<file path="src/rtl/line_steer_if.sv">
// line_steer_if: bus bundle for line_steer_ctrl.
// Ports (slave view): tick, en, DI, DL, DD in; duty_l[3:0], duty_r[3:0],
// m1d, m1r, m2d, m2r, state[2:0], lost out. The master view is the mirror.
interface line_steer_if;
    logic       tick;
    logic       en;
    logic       DI;
    logic       DL;
    logic       DD;
    logic [3:0] duty_l;
    logic [3:0] duty_r;
    logic       m1d;
    logic       m1r;
    logic       m2d;
    logic       m2r;
    logic [2:0] state;
    logic       lost;
    modport slave (
        input  tick, en, DI, DL, DD,
        output duty_l, duty_r, m1d, m1r, m2d, m2r, state, lost
    );
    modport master (
        output tick, en, DI, DL, DD,
        input  duty_l, duty_r, m1d, m1r, m2d, m2r, state, lost
    );
endinterface

</file>
<file path="src/rtl/line_steer_ctrl.sv">
// line_steer_ctrl: line-follower steering FSM with debounced sensors and motor decode.
// Ports: clk, rst_n (sync, active-low); bus (line_steer_if.slave):
//   tick, en, DI/DL/DD in; duty_l, duty_r, m1d/m1r, m2d/m2r, state, lost out.
// Optional search behaviour enabled by macro LINE_STEER_SEARCH_EN.
module line_steer_ctrl #(
    parameter int unsigned DEB_TICKS  = 4,
    parameter int unsigned LOST_TICKS = 64,
    parameter int unsigned STOP_TICKS = 255,
    parameter logic [3:0]  DUTY_FWD   = 4'd13,
    parameter logic [3:0]  DUTY_TURN  = 4'd6,
    parameter logic [3:0]  DUTY_PIVOT = 4'd9
) (
    input  logic         clk,
    input  logic         rst_n,
    line_steer_if.slave  bus
);
    typedef enum logic [2:0] {
        STOP   = 3'd0,
        FWD    = 3'd1,
        TURN_L = 3'd2,
        TURN_R = 3'd3
`ifdef LINE_STEER_SEARCH_EN
        ,
        SEARCH_L = 3'd4,
        SEARCH_R = 3'd5
`endif
    } state_t;

    logic [2:0] sync1, sync2;
    logic [2:0] cand, cand_d, acc, acc_d;
    logic [3:0] cnt, cnt_d;
    state_t     state_q, state_d;
    logic       side, side_d;

`ifdef LINE_STEER_SEARCH_EN
    logic [7:0] lcnt, lcnt_d, scnt, scnt_d;
    logic       lost_q, lost_d;
    logic       in_search;
`endif

    // Debounce: the accepted pattern is updated on the same tick the candidate
    // completes its hold, so the FSM steers from the freshly accepted value.
    always_comb begin
        cand_d = cand;
        cnt_d  = cnt;
        acc_d  = acc;
        if (bus.tick) begin
            if (sync2 != cand) begin
                cand_d = sync2;
                cnt_d  = 4'd0;
            end else if (cnt != 4'hf) begin
                cnt_d = cnt + 4'd1;
            end
            if (cnt_d == 4'(DEB_TICKS - 1))
                acc_d = cand_d;
        end
    end

    always_comb begin
        state_d = state_q;
        side_d  = side;
`ifdef LINE_STEER_SEARCH_EN
        lcnt_d    = lcnt;
        scnt_d    = scnt;
        lost_d    = lost_q;
        in_search = (state_q == SEARCH_L) || (state_q == SEARCH_R);
`endif
        if (!bus.en) begin
            state_d = STOP;
`ifdef LINE_STEER_SEARCH_EN
            lcnt_d = 8'd0;
            scnt_d = 8'd0;
            lost_d = 1'b0;
`endif
        end else if (bus.tick) begin
            case (acc_d)
                3'b010, 3'b111: state_d = FWD;
                3'b110, 3'b100: state_d = TURN_L;
                3'b011, 3'b001: state_d = TURN_R;
                default:        state_d = state_q;
            endcase
`ifdef LINE_STEER_SEARCH_EN
            lcnt_d = (acc_d != 3'b000) ? 8'd0 : (lcnt == 8'hff) ? lcnt : lcnt + 8'd1;
            scnt_d = (in_search && acc_d == 3'b000) ? ((scnt == 8'hff) ? scnt : scnt + 8'd1) : 8'd0;
            // Search is only entered from a running state; STOP keeps waiting on 000.
            if (acc_d == 3'b000) begin
                if (in_search && scnt_d >= 8'(STOP_TICKS))
                    state_d = STOP;
                else if (state_q inside {FWD, TURN_L, TURN_R} && lcnt_d >= 8'(LOST_TICKS))
                    state_d = side ? SEARCH_R : SEARCH_L;
            end
            // lost survives into STOP only when that STOP came from a search timeout.
            lost_d = (state_d == SEARCH_L) || (state_d == SEARCH_R) || (lost_q && state_d == STOP);
`endif
            side_d = (state_d == TURN_L) ? 1'b0 : (state_d == TURN_R) ? 1'b1 : side;
        end
    end

    always_ff @(posedge clk) begin
        if (!rst_n) begin
            sync1   <= 3'b000;
            sync2   <= 3'b000;
            cand    <= 3'b000;
            cnt     <= 4'd0;
            acc     <= 3'b000;
            state_q <= STOP;
            side    <= 1'b0;
        end else begin
            sync1   <= {bus.DI, bus.DL, bus.DD};
            sync2   <= sync1;
            cand    <= cand_d;
            cnt     <= cnt_d;
            acc     <= acc_d;
            state_q <= state_d;
            side    <= side_d;
        end
    end

`ifdef LINE_STEER_SEARCH_EN
    always_ff @(posedge clk) begin
        if (!rst_n) begin
            lcnt   <= 8'd0;
            scnt   <= 8'd0;
            lost_q <= 1'b0;
        end else begin
            lcnt   <= lcnt_d;
            scnt   <= scnt_d;
            lost_q <= lost_d;
        end
    end
    assign bus.lost = lost_q;
`else
    assign bus.lost = 1'b0;
`endif

    assign bus.state = state_q;

    // Each state drives at most one direction bit per motor.
    always_comb begin
        bus.duty_l = 4'd0;
        bus.duty_r = 4'd0;
        bus.m1d    = 1'b0;
        bus.m1r    = 1'b0;
        bus.m2d    = 1'b0;
        bus.m2r    = 1'b0;
        case (state_q)
            FWD: begin
                bus.duty_l = DUTY_FWD;
                bus.duty_r = DUTY_FWD;
                bus.m1d    = 1'b1;
                bus.m2d    = 1'b1;
            end
            TURN_L: begin
                bus.duty_l = DUTY_TURN;
                bus.duty_r = DUTY_FWD;
                bus.m1d    = 1'b1;
                bus.m2d    = 1'b1;
            end
            TURN_R: begin
                bus.duty_l = DUTY_FWD;
                bus.duty_r = DUTY_TURN;
                bus.m1d    = 1'b1;
                bus.m2d    = 1'b1;
            end
`ifdef LINE_STEER_SEARCH_EN
            SEARCH_L: begin
                bus.duty_l = DUTY_PIVOT;
                bus.duty_r = DUTY_PIVOT;
                bus.m1r    = 1'b1;
                bus.m2d    = 1'b1;
            end
            SEARCH_R: begin
                bus.duty_l = DUTY_PIVOT;
                bus.duty_r = DUTY_PIVOT;
                bus.m1d    = 1'b1;
                bus.m2r    = 1'b1;
            end
`endif
            default: ;
        endcase
    end
endmodule

</file>
<file path="src/flat_wrapper.sv">
// flat-port wrapper written by rule: the top's interface ports become plain ports
module line_steer_ctrl_flat 
#(
    parameter int unsigned DEB_TICKS  = 4,
    parameter int unsigned LOST_TICKS = 64,
    parameter int unsigned STOP_TICKS = 255,
    parameter logic [3:0]  DUTY_FWD   = 4'd13,
    parameter logic [3:0]  DUTY_TURN  = 4'd6,
    parameter logic [3:0]  DUTY_PIVOT = 4'd9
)
  (clk, rst_n, bus_tick, bus_en, bus_DI, bus_DL, bus_DD, bus_duty_l, bus_duty_r, bus_m1d, bus_m1r, bus_m2d, bus_m2r, bus_state, bus_lost);
  line_steer_if bus_i ();
  input  logic clk;
  input  logic rst_n;
  input wire logic [$bits(bus_i.tick)-1:0] bus_tick;
  input wire logic [$bits(bus_i.en)-1:0] bus_en;
  input wire logic [$bits(bus_i.DI)-1:0] bus_DI;
  input wire logic [$bits(bus_i.DL)-1:0] bus_DL;
  input wire logic [$bits(bus_i.DD)-1:0] bus_DD;
  output wire logic [$bits(bus_i.duty_l)-1:0] bus_duty_l;
  output wire logic [$bits(bus_i.duty_r)-1:0] bus_duty_r;
  output wire logic [$bits(bus_i.m1d)-1:0] bus_m1d;
  output wire logic [$bits(bus_i.m1r)-1:0] bus_m1r;
  output wire logic [$bits(bus_i.m2d)-1:0] bus_m2d;
  output wire logic [$bits(bus_i.m2r)-1:0] bus_m2r;
  output wire logic [$bits(bus_i.state)-1:0] bus_state;
  output wire logic [$bits(bus_i.lost)-1:0] bus_lost;
  assign bus_i.tick = bus_tick;
  assign bus_i.en = bus_en;
  assign bus_i.DI = bus_DI;
  assign bus_i.DL = bus_DL;
  assign bus_i.DD = bus_DD;
  assign bus_duty_l = bus_i.duty_l;
  assign bus_duty_r = bus_i.duty_r;
  assign bus_m1d = bus_i.m1d;
  assign bus_m1r = bus_i.m1r;
  assign bus_m2d = bus_i.m2d;
  assign bus_m2r = bus_i.m2r;
  assign bus_state = bus_i.state;
  assign bus_lost = bus_i.lost;
  line_steer_ctrl #(.DEB_TICKS(DEB_TICKS), .LOST_TICKS(LOST_TICKS), .STOP_TICKS(STOP_TICKS), .DUTY_FWD(DUTY_FWD), .DUTY_TURN(DUTY_TURN), .DUTY_PIVOT(DUTY_PIVOT)) u_core (.clk(clk), .rst_n(rst_n), .bus(bus_i));
endmodule
</file>
<file path="config.mk">
export PLATFORM = sky130hd
export DESIGN_NAME = line_steer_ctrl_flat
export DESIGN_NICKNAME = d
export VERILOG_FILES = /design/src/rtl/line_steer_if.sv /design/src/rtl/line_steer_ctrl.sv /design/src/flat_wrapper.sv
export SDC_FILE = /design/constraint.sdc
export NUM_CORES = 1
export LEC_CHECK = 0
export ABC_AREA = 1
export BUFFER_PORTS_ARGS = -buffer_cell sky130_fd_sc_hd__buf_4
export CAP_MARGIN = 5
export CORE_MARGIN = 2
export CORE_UTILIZATION = 40
export CTS_CLUSTER_DIAMETER = 60
export DETAILED_ROUTE_END_ITERATION = 8
export HOLD_SLACK_MARGIN = 0.05
export PLACE_DENSITY = 0.72
export SLEW_MARGIN = 20
export SYNTH_ARGS = -nofsm -noshare
export SYNTH_HDL_FRONTEND = slang
export SYNTH_SLANG_ARGS = --single-unit
export TNS_END_PERCENT = 100
</file>
<file path="constraint.sdc">
create_clock -name clk -period 3.85 [get_ports clk]
set_clock_uncertainty 0.2 [all_clocks]
set_input_delay 0 -clock clk [delete_from_list [all_inputs] [get_ports clk]]
set_output_delay 0 -clock clk [all_outputs]
set_load 0.02 [all_outputs]
</file>
==> metrics, run 1 <==
grt ovf=0; Post-CTS Repair Setup Buffers=0; Setup WS pre-CTS=1.75 ns; H-tree depth=1; vias per inst=4.74; DRC Markers=0; PD cells=296 nW/um2; setup tns final=0 ns; # diodes=0; synthesized cell area=1090 um2; num ports=23; crit end category=flip-flop; WL per Instance=10.5 um; CTS tree=done; crit path launch type=flip-flop; nets=193; hold_ws=0.225 ns; critical path type=reg -> reg; Core Rows=18; Slew Viols, Final=0; Max Cap Viol=0; VDD IR max=0.000251 V; final wirelength=2190 um; post-DP HPWL=1610 um; antenna-violating nets left=0; unrepaired setup endpoints after global routing=no; achievable frequency=0.374 GHz; Area Overhead vs Synth=22.4%; Port Buf Inserts=18; critical path peak fanout=6; P_leak=0.670 nW; syn avg cell area=7.02 um2; TritonCTS Buffers=3; Yosys warning count=0; drt initial violations=14; vias in the first global route=949; initial antenna violation count=0; DRT Pass-1 Iters=4; worst-skew pair later-pin latency=0.30 ns; run status=completed; clock buffer depth=2; min cycle time layout=2.67 ns; sequential share of the synthesized area=33.1%; Final period util=69.4%; Starting Density=43.2%; core footprint=2520 um2; largest net degree at the start of global routing=15; first-pass GRT wire length=3840 um; die span in y=56.2 um; Clock Tree Root=clkbuf_4; FF+latch count, synth=18; Netlist cell types=23; layout cells sized above 1=21.2%; Vias=991; final setup violation count=0; worst endpoint required time=3.90 ns; area of the die=3150 um2; Final Non-Filler Cells=209; Final Hold Viols=0; DP Cell Count=195; die width=56.2 um; sinks on the clock net=18; Clk pin slew, worst setup/hold paths=0.11 ns; fillers=229; post-route setup slack=1.18 ns; GRT Total Usage=15.3%; Tightest Hold Check Type=reg -> reg; CP arrival=2.72 ns; synthesized netlist cell count=155; Final Wtd Congestion=0.906
[cells in the final DEF, fill, tap and decap left out, types with 2 or more instances in the layout]
cell type	n
nand4_1	3
clkbuf_4	3
inv_1	28
nand2_1	35
dfxtp_1	18
a21oi_1	11
o21ai_0	4
nor2_1	8
ha_1	6
nand3_1	9
o21bai_1	2
a211oi_1	2
conb_1	4
nand2_2	6
dlygate4sd3_1	10
buf_4	18
nand3_2	5
[area by class of cell]
class	count	area, um2	share of cell area [%]
repair buffers	28	235	17.7
flip-flops and latches	18	360	27.0
multi-input cells	99	549	41.2
clock buffers	4	36.3	2.72
inverters	30	114	8.54
well taps	30	37.5	2.82
[where the power goes]
part	internal (mW)	switching, mW	leakage [nW]
combinational	0.0293	0.0436	0.501
clock	0.0576	0.0612	0.0210
sequential	0.195	0.00853	0.148
[sequential cells by signal, summed over array words and instances, names as in the netlist]
signal / cells
u_core.sync2: 3
u_core.sync1: 3
u_core.cand: 3
u_core.acc: 3
u_core.bus.state: 2
u_core.cnt: 4
[cells by family after synthesis]
kind of cell / after synthesis / share of synthesized area [%]
buffers and inverters: 41 / 17.5
AND/OR/NAND/NOR: 68 / 30.2
adder cells (fa/ha/maj): 6 / 6.90
XOR/XNOR: 1 / 0.805
flip-flops: 18 / 33.1
AO/OA/AOI/OAI: 20 / 11.1
other: 1 / 0.344
[per-stage QoR]
step	power [mW]	utilization (%)	instance area, um2
4_1_cts	0.396	52.8	1330
2_1_floorplan	0.259	-	1100
6_report	0.395	52.8	1330
3_5_place_dp	0.272	47.4	1200
3_3_place_gp	0.270	47.4	1200
5_1_grt	0.413	52.8	1330
[timing repair]
item | 4_1_cts | 5_1_grt
hold buffers | 10 | 0
resized for setup | 0 | 0
endpoints found under the hold margin | 18 | 0
[cells in the mapped netlist, drive strengths merged]
cell,n,share of area (%)
conb,1,0.34
nand2,41,16
nor2,9,3.3
o21ai,5,3.3
dfxtp,18,33
a211oi,2,1.4
xnor2,1,0.80
clkinv,1,0.46
clkbuf,1,0.34
inv,29,10
o21bai,2,1.4
buf,10,6.7
nand3,14,8.7
a21oi,11,5.1
nor3,1,0.92
ha,6,6.9
nand4,3,1.7
[layer usage]
metal	track usage (%)	routed length (um)
met3	3.26	81
met1	16.8	917
met4	7.82	42
met5	0	0
met2	27.4	1140
[final timing paths]
| check | start | end | slack [ns] | cells after the start |
|---|---|---|---|---|
| worst max-delay path | u_core.cnt[0]$_SDFFE_PN0P_ | u_core.bus.state[1]$_SDFFE_PN0P_ | 1.18 | 14 |
| worst min-delay path | u_core.sync1[1]$_SDFF_PN0_ | u_core.sync2[1]$_SDFF_PN0_ | 0.22 | 2 |
| worst max register to register | u_core.cnt[0]$_SDFFE_PN0P_ | u_core.bus.state[1]$_SDFFE_PN0P_ | 1.18 | 14 |
| worst min register to register | u_core.sync1[1]$_SDFF_PN0_ | u_core.sync2[1]$_SDFF_PN0_ | 0.22 | 2 |
[critical path: stages, from the launching register on]
cell	delay, ns
dfxtp_1	0.45
ha_1	0.30
nand3_2	0.13
nand2_1	0.10
nand3_1	0.09
nor2_2	0.18
nand2_2	0.09
clkinv_2	0.09
nand3_2	0.06
nand2_1	0.09
nand3_1	0.10
nand3_1	0.10
nand2_1	0.05
dlygate4sd3_1	0.55
inv_1	0.05
Power figures use the tool's default switching activity.
==> run 2: changes to the inputs <==
Settings changed: ABC_AREA 1 to 0, PLACE_DENSITY 0.72 to 0.75.
Clock period 3.85 ns to 2.4 ns, I/O delays scaled along.
==> metrics, run 2 <==
run status=completed (unchanged); worst-skew pair later-pin latency=0.29 ns (was 0.30 ns); Final Wtd Congestion=0.825 (was 0.906); Final Non-Filler Cells=158 (was 209); critical path peak fanout=7 (was 6); area of the die=2830 um2 (was 3150 um2); total power=580 uW (was 395 uW); fillers=201 (was 229); DRT Pass-1 Iters=4 (unchanged); Worst Setup SP=u_core.cnt[0]$_SDFFE_PN0P_ (unchanged); CTS tree=done (unchanged); Setup WS pre-CTS=0.167 ns (was 1.75 ns); FF+latch count, synth=18 (unchanged); top-count cell post-synth=dfxtp_1 (was nand2_1); P_leak=0.544 nW (was 0.670 nW); Post-CTS Hold Fix Bufs=11 (was 10); DRC Markers=0 (unchanged); post-DP HPWL=1210 um (was 1610 um); PD cells=473 nW/um2 (was 296 nW/um2); die width=53.2 um (was 56.2 um); DP Cell Count=143 (was 195); Clock Tree Root=clkbuf_4 (unchanged); VDD IR max=0.000371 V (was 0.000251 V); final wirelength=1700 um (was 2190 um); grt ovf=0 (unchanged); ys async rst share=0% (unchanged); crit-path max cell delay=0.43 ns (was 0.55 ns); die span in y=53.2 um (was 56.2 um); critical path type=reg -> reg (unchanged); CP arrival=2.24 ns (was 2.72 ns); initial antenna violation count=0 (unchanged); Core Rows=17 (was 18); Slew Viols, Final=0 (unchanged); crit path launch type=flip-flop (unchanged); WL per Instance=10.7 um (was 10.5 um); multi-input logic area=526 um2 (was 549 um2); critical path's slowest cell=or4_4 (was dlygate4sd3_1); Yosys warning count=0 (unchanged); H-tree depth=1 (unchanged); Max Cap Viol=0 (unchanged); TritonCTS Buffers=3 (unchanged); min cycle time layout=2.25 ns (was 2.67 ns); Post-synth top cells=dfxtp_1, buf_4, mux2i_1, nor2b_1 (was nand2_1, inv_1, dfxtp_1); worst reg2reg startpoint=u_core.cnt[0]$_SDFFE_PN0P_ (unchanged); worst endpoint required time=2.39 ns (was 3.90 ns); post-route setup slack=0.145 ns (was 1.18 ns); Sw Ratio=23.9% (was 28.7%); post-cts sizing count=0 (unchanged); routed wl met2=783 um (was 1140 um); Yosys top cell area share=37.2% (was 33.1%); final setup violation count=0 (unchanged); Port Buf Inserts=18 (unchanged); clock buffer depth=2 (unchanged); synthesized netlist cell count=105 (was 155); max FFs per register=4 (unchanged); Area Overhead vs Synth=26.5% (was 22.4%); NetSw=138 uW (was 113 uW); top sig layer=met4 (unchanged); syn avg cell area=9.22 um2 (was 7.02 um2); antenna-violating nets left=0 (unchanged); sinks on the clock net=18 (unchanged); Hold Startpoint=u_core.sync1[1]$_SDFF_PN0_ (unchanged); met1 WL=804 um (was 917 um); vias in the first global route=683 (was 949); Reg area=360 um2 (unchanged); Largest Register=u_core.cnt (unchanged); layout cells sized above 1=19.2% (was 21.2%); Clk pin slew, worst setup/hold paths=0.10 ns (was 0.11 ns); clock power share=31.7% (was 30.1%); achievable frequency=0.444 GHz (was 0.374 GHz); Final Hold Viols=0 (unchanged); synthesized cell area=968 um2 (was 1090 um2); internal power=441 uW (was 282 uW); drt initial violations=10 (was 14); vias per inst=4.94 (was 4.74); Netlist cell types=32 (was 23); Seq pwr share=54.4% (was 51.4%); Final period util=93.9% (was 69.4%); Core Util, Final=54.3% (was 52.8%); ranking of synthesized cells by area=dfxtp_1, mux2i_1, ha_1, buf_4, nor2b_1 (was dfxtp_1, nand2_1, inv_1, ha_1, buf_4); # diodes=0 (unchanged); metal3 WL=89 um (was 81 um); Synth area leader=dfxtp_1 (unchanged); crit path cell chain=ha_1 -> xor2_1 -> or4_4 -> nor3_4 -> mux2i_1 -> o22ai_1 (was ha_1 -> nand3_2 -> nand2_1 -> nand3_1 -> nor2_2 -> nand2_2 -> clkinv_2 -> nand3_2 -> nand2_1 -> nand3_1 -> nand3_1 -> nand2_1 -> dlygate4sd3_1 -> inv_1); crit end category=flip-flop (unchanged); Post-synth EDFFs=0 (unchanged); core footprint=2250 um2 (was 2520 um2); Vias=781 (was 991); Most used DFF post-synth=dfxtp_1 (unchanged); most frequent cells in the layout=buf_4, dfxtp_1, dlygate4sd3_1 (was nand2_1, inv_1, buf_4, dfxtp_1, a21oi_1); largest net degree at the start of global routing=20 (was 15); GRT Total Usage=13.8% (was 15.3%); unrepaired setup endpoints after global routing=no (unchanged); hold_ws=0.243 ns (was 0.225 ns); final instance area=1220 um2 (was 1330 um2); num ports=23 (unchanged); Post-CTS Repair Setup Buffers=0 (unchanged); Starting Density=43.0% (was 43.2%); setup tns final=0 ns (unchanged); Comb pwr share=14.0% (was 18.5%); placed inst area=1080 um2 (was 1200 um2); first-pass GRT wire length=2900 um (was 3840 um); nets=144 (was 193); Tightest Hold Check Type=reg -> reg (unchanged); sequential share of the synthesized area=37.2% (was 33.1%)
## run 2: cell count changes after synthesis, moves of 3 or more
cell / previous run / this run
and2_1: 0 / 6
nor2b_1: 0 / 8
nand3_1: 9 / 5
nand4_1: 3 / 0
nand2_2: 6 / 0
a21oi_1: 11 / 4
mux2i_1: 0 / 8
nor2_1: 8 / 3
nand2_1: 35 / 5
xor2_1: 0 / 3
inv_1: 28 / 5
nand3_2: 5 / 0
## run 2: metal layers
layer	track usage [%]	up-vias
li1	-	389
met1	16.3	363
met2	25.1	27
met3	1.69	2
met4	5.13	0
met5	0	-
## run 2: layout make-up
type                            instances  area share, %
Multi-Input combinational cell         73           42.9
Sequential cell                        18           29.4
Timing Repair Buffer                   29           20.0
Clock buffer                            4           2.96
Tap cell                               28           2.86
Inverter                                6           1.84
## run 2: cells by family (layout without fill, tap and decap cells)
group                    Yosys count  count (layout)  synth area share [%]
other                              1               4                 0.387
AO/OA/AOI/OAI                     14              14                  9.56
adder cells (fa/ha/maj)            6               6                  7.75
XOR/XNOR                           6               6                  5.43
AND/OR/NAND/NOR                   35              35                  21.7
multiplexers                       8               8                  8.27
flip-flops                        18              18                  37.2
buffers and inverters             17              39                  9.69
## run 2: critical path: cells and delay by family (launching register included)
kind            cells  cell delay [ns]
mux                 1             0.26
compound gates      1             0.09
flops               1             0.36
xor+xnor            1             0.17
simple gates        2             0.80
fa+ha+maj           1             0.28
## run 2: path summary, 6_finish.rpt
kind	to	slack [ns]	depth (start not counted)
worst max-delay path	u_core.bus.state[1]$_SDFFE_PN0P_	0.15	6
worst min-delay path	u_core.sync2[1]$_SDFF_PN0_	0.24	1
worst max register to register	u_core.bus.state[1]$_SDFFE_PN0P_	0.15	6
worst min register to register	u_core.sync2[1]$_SDFF_PN0_	0.24	1
## run 2: power by group through the flow
stage / Combinational (mW) / Clock (mW) / Sequential (mW)
finish: 0.0810 / 0.184 / 0.315
global route: 0.0899 / 0.197 / 0.317
CTS: 0.0813 / 0.191 / 0.315
detailed placement: 0.0677 / 0 / 0.322
global placement: 0.0669 / 0 / 0.322
floorplan: 0.0567 / 0 / 0.321
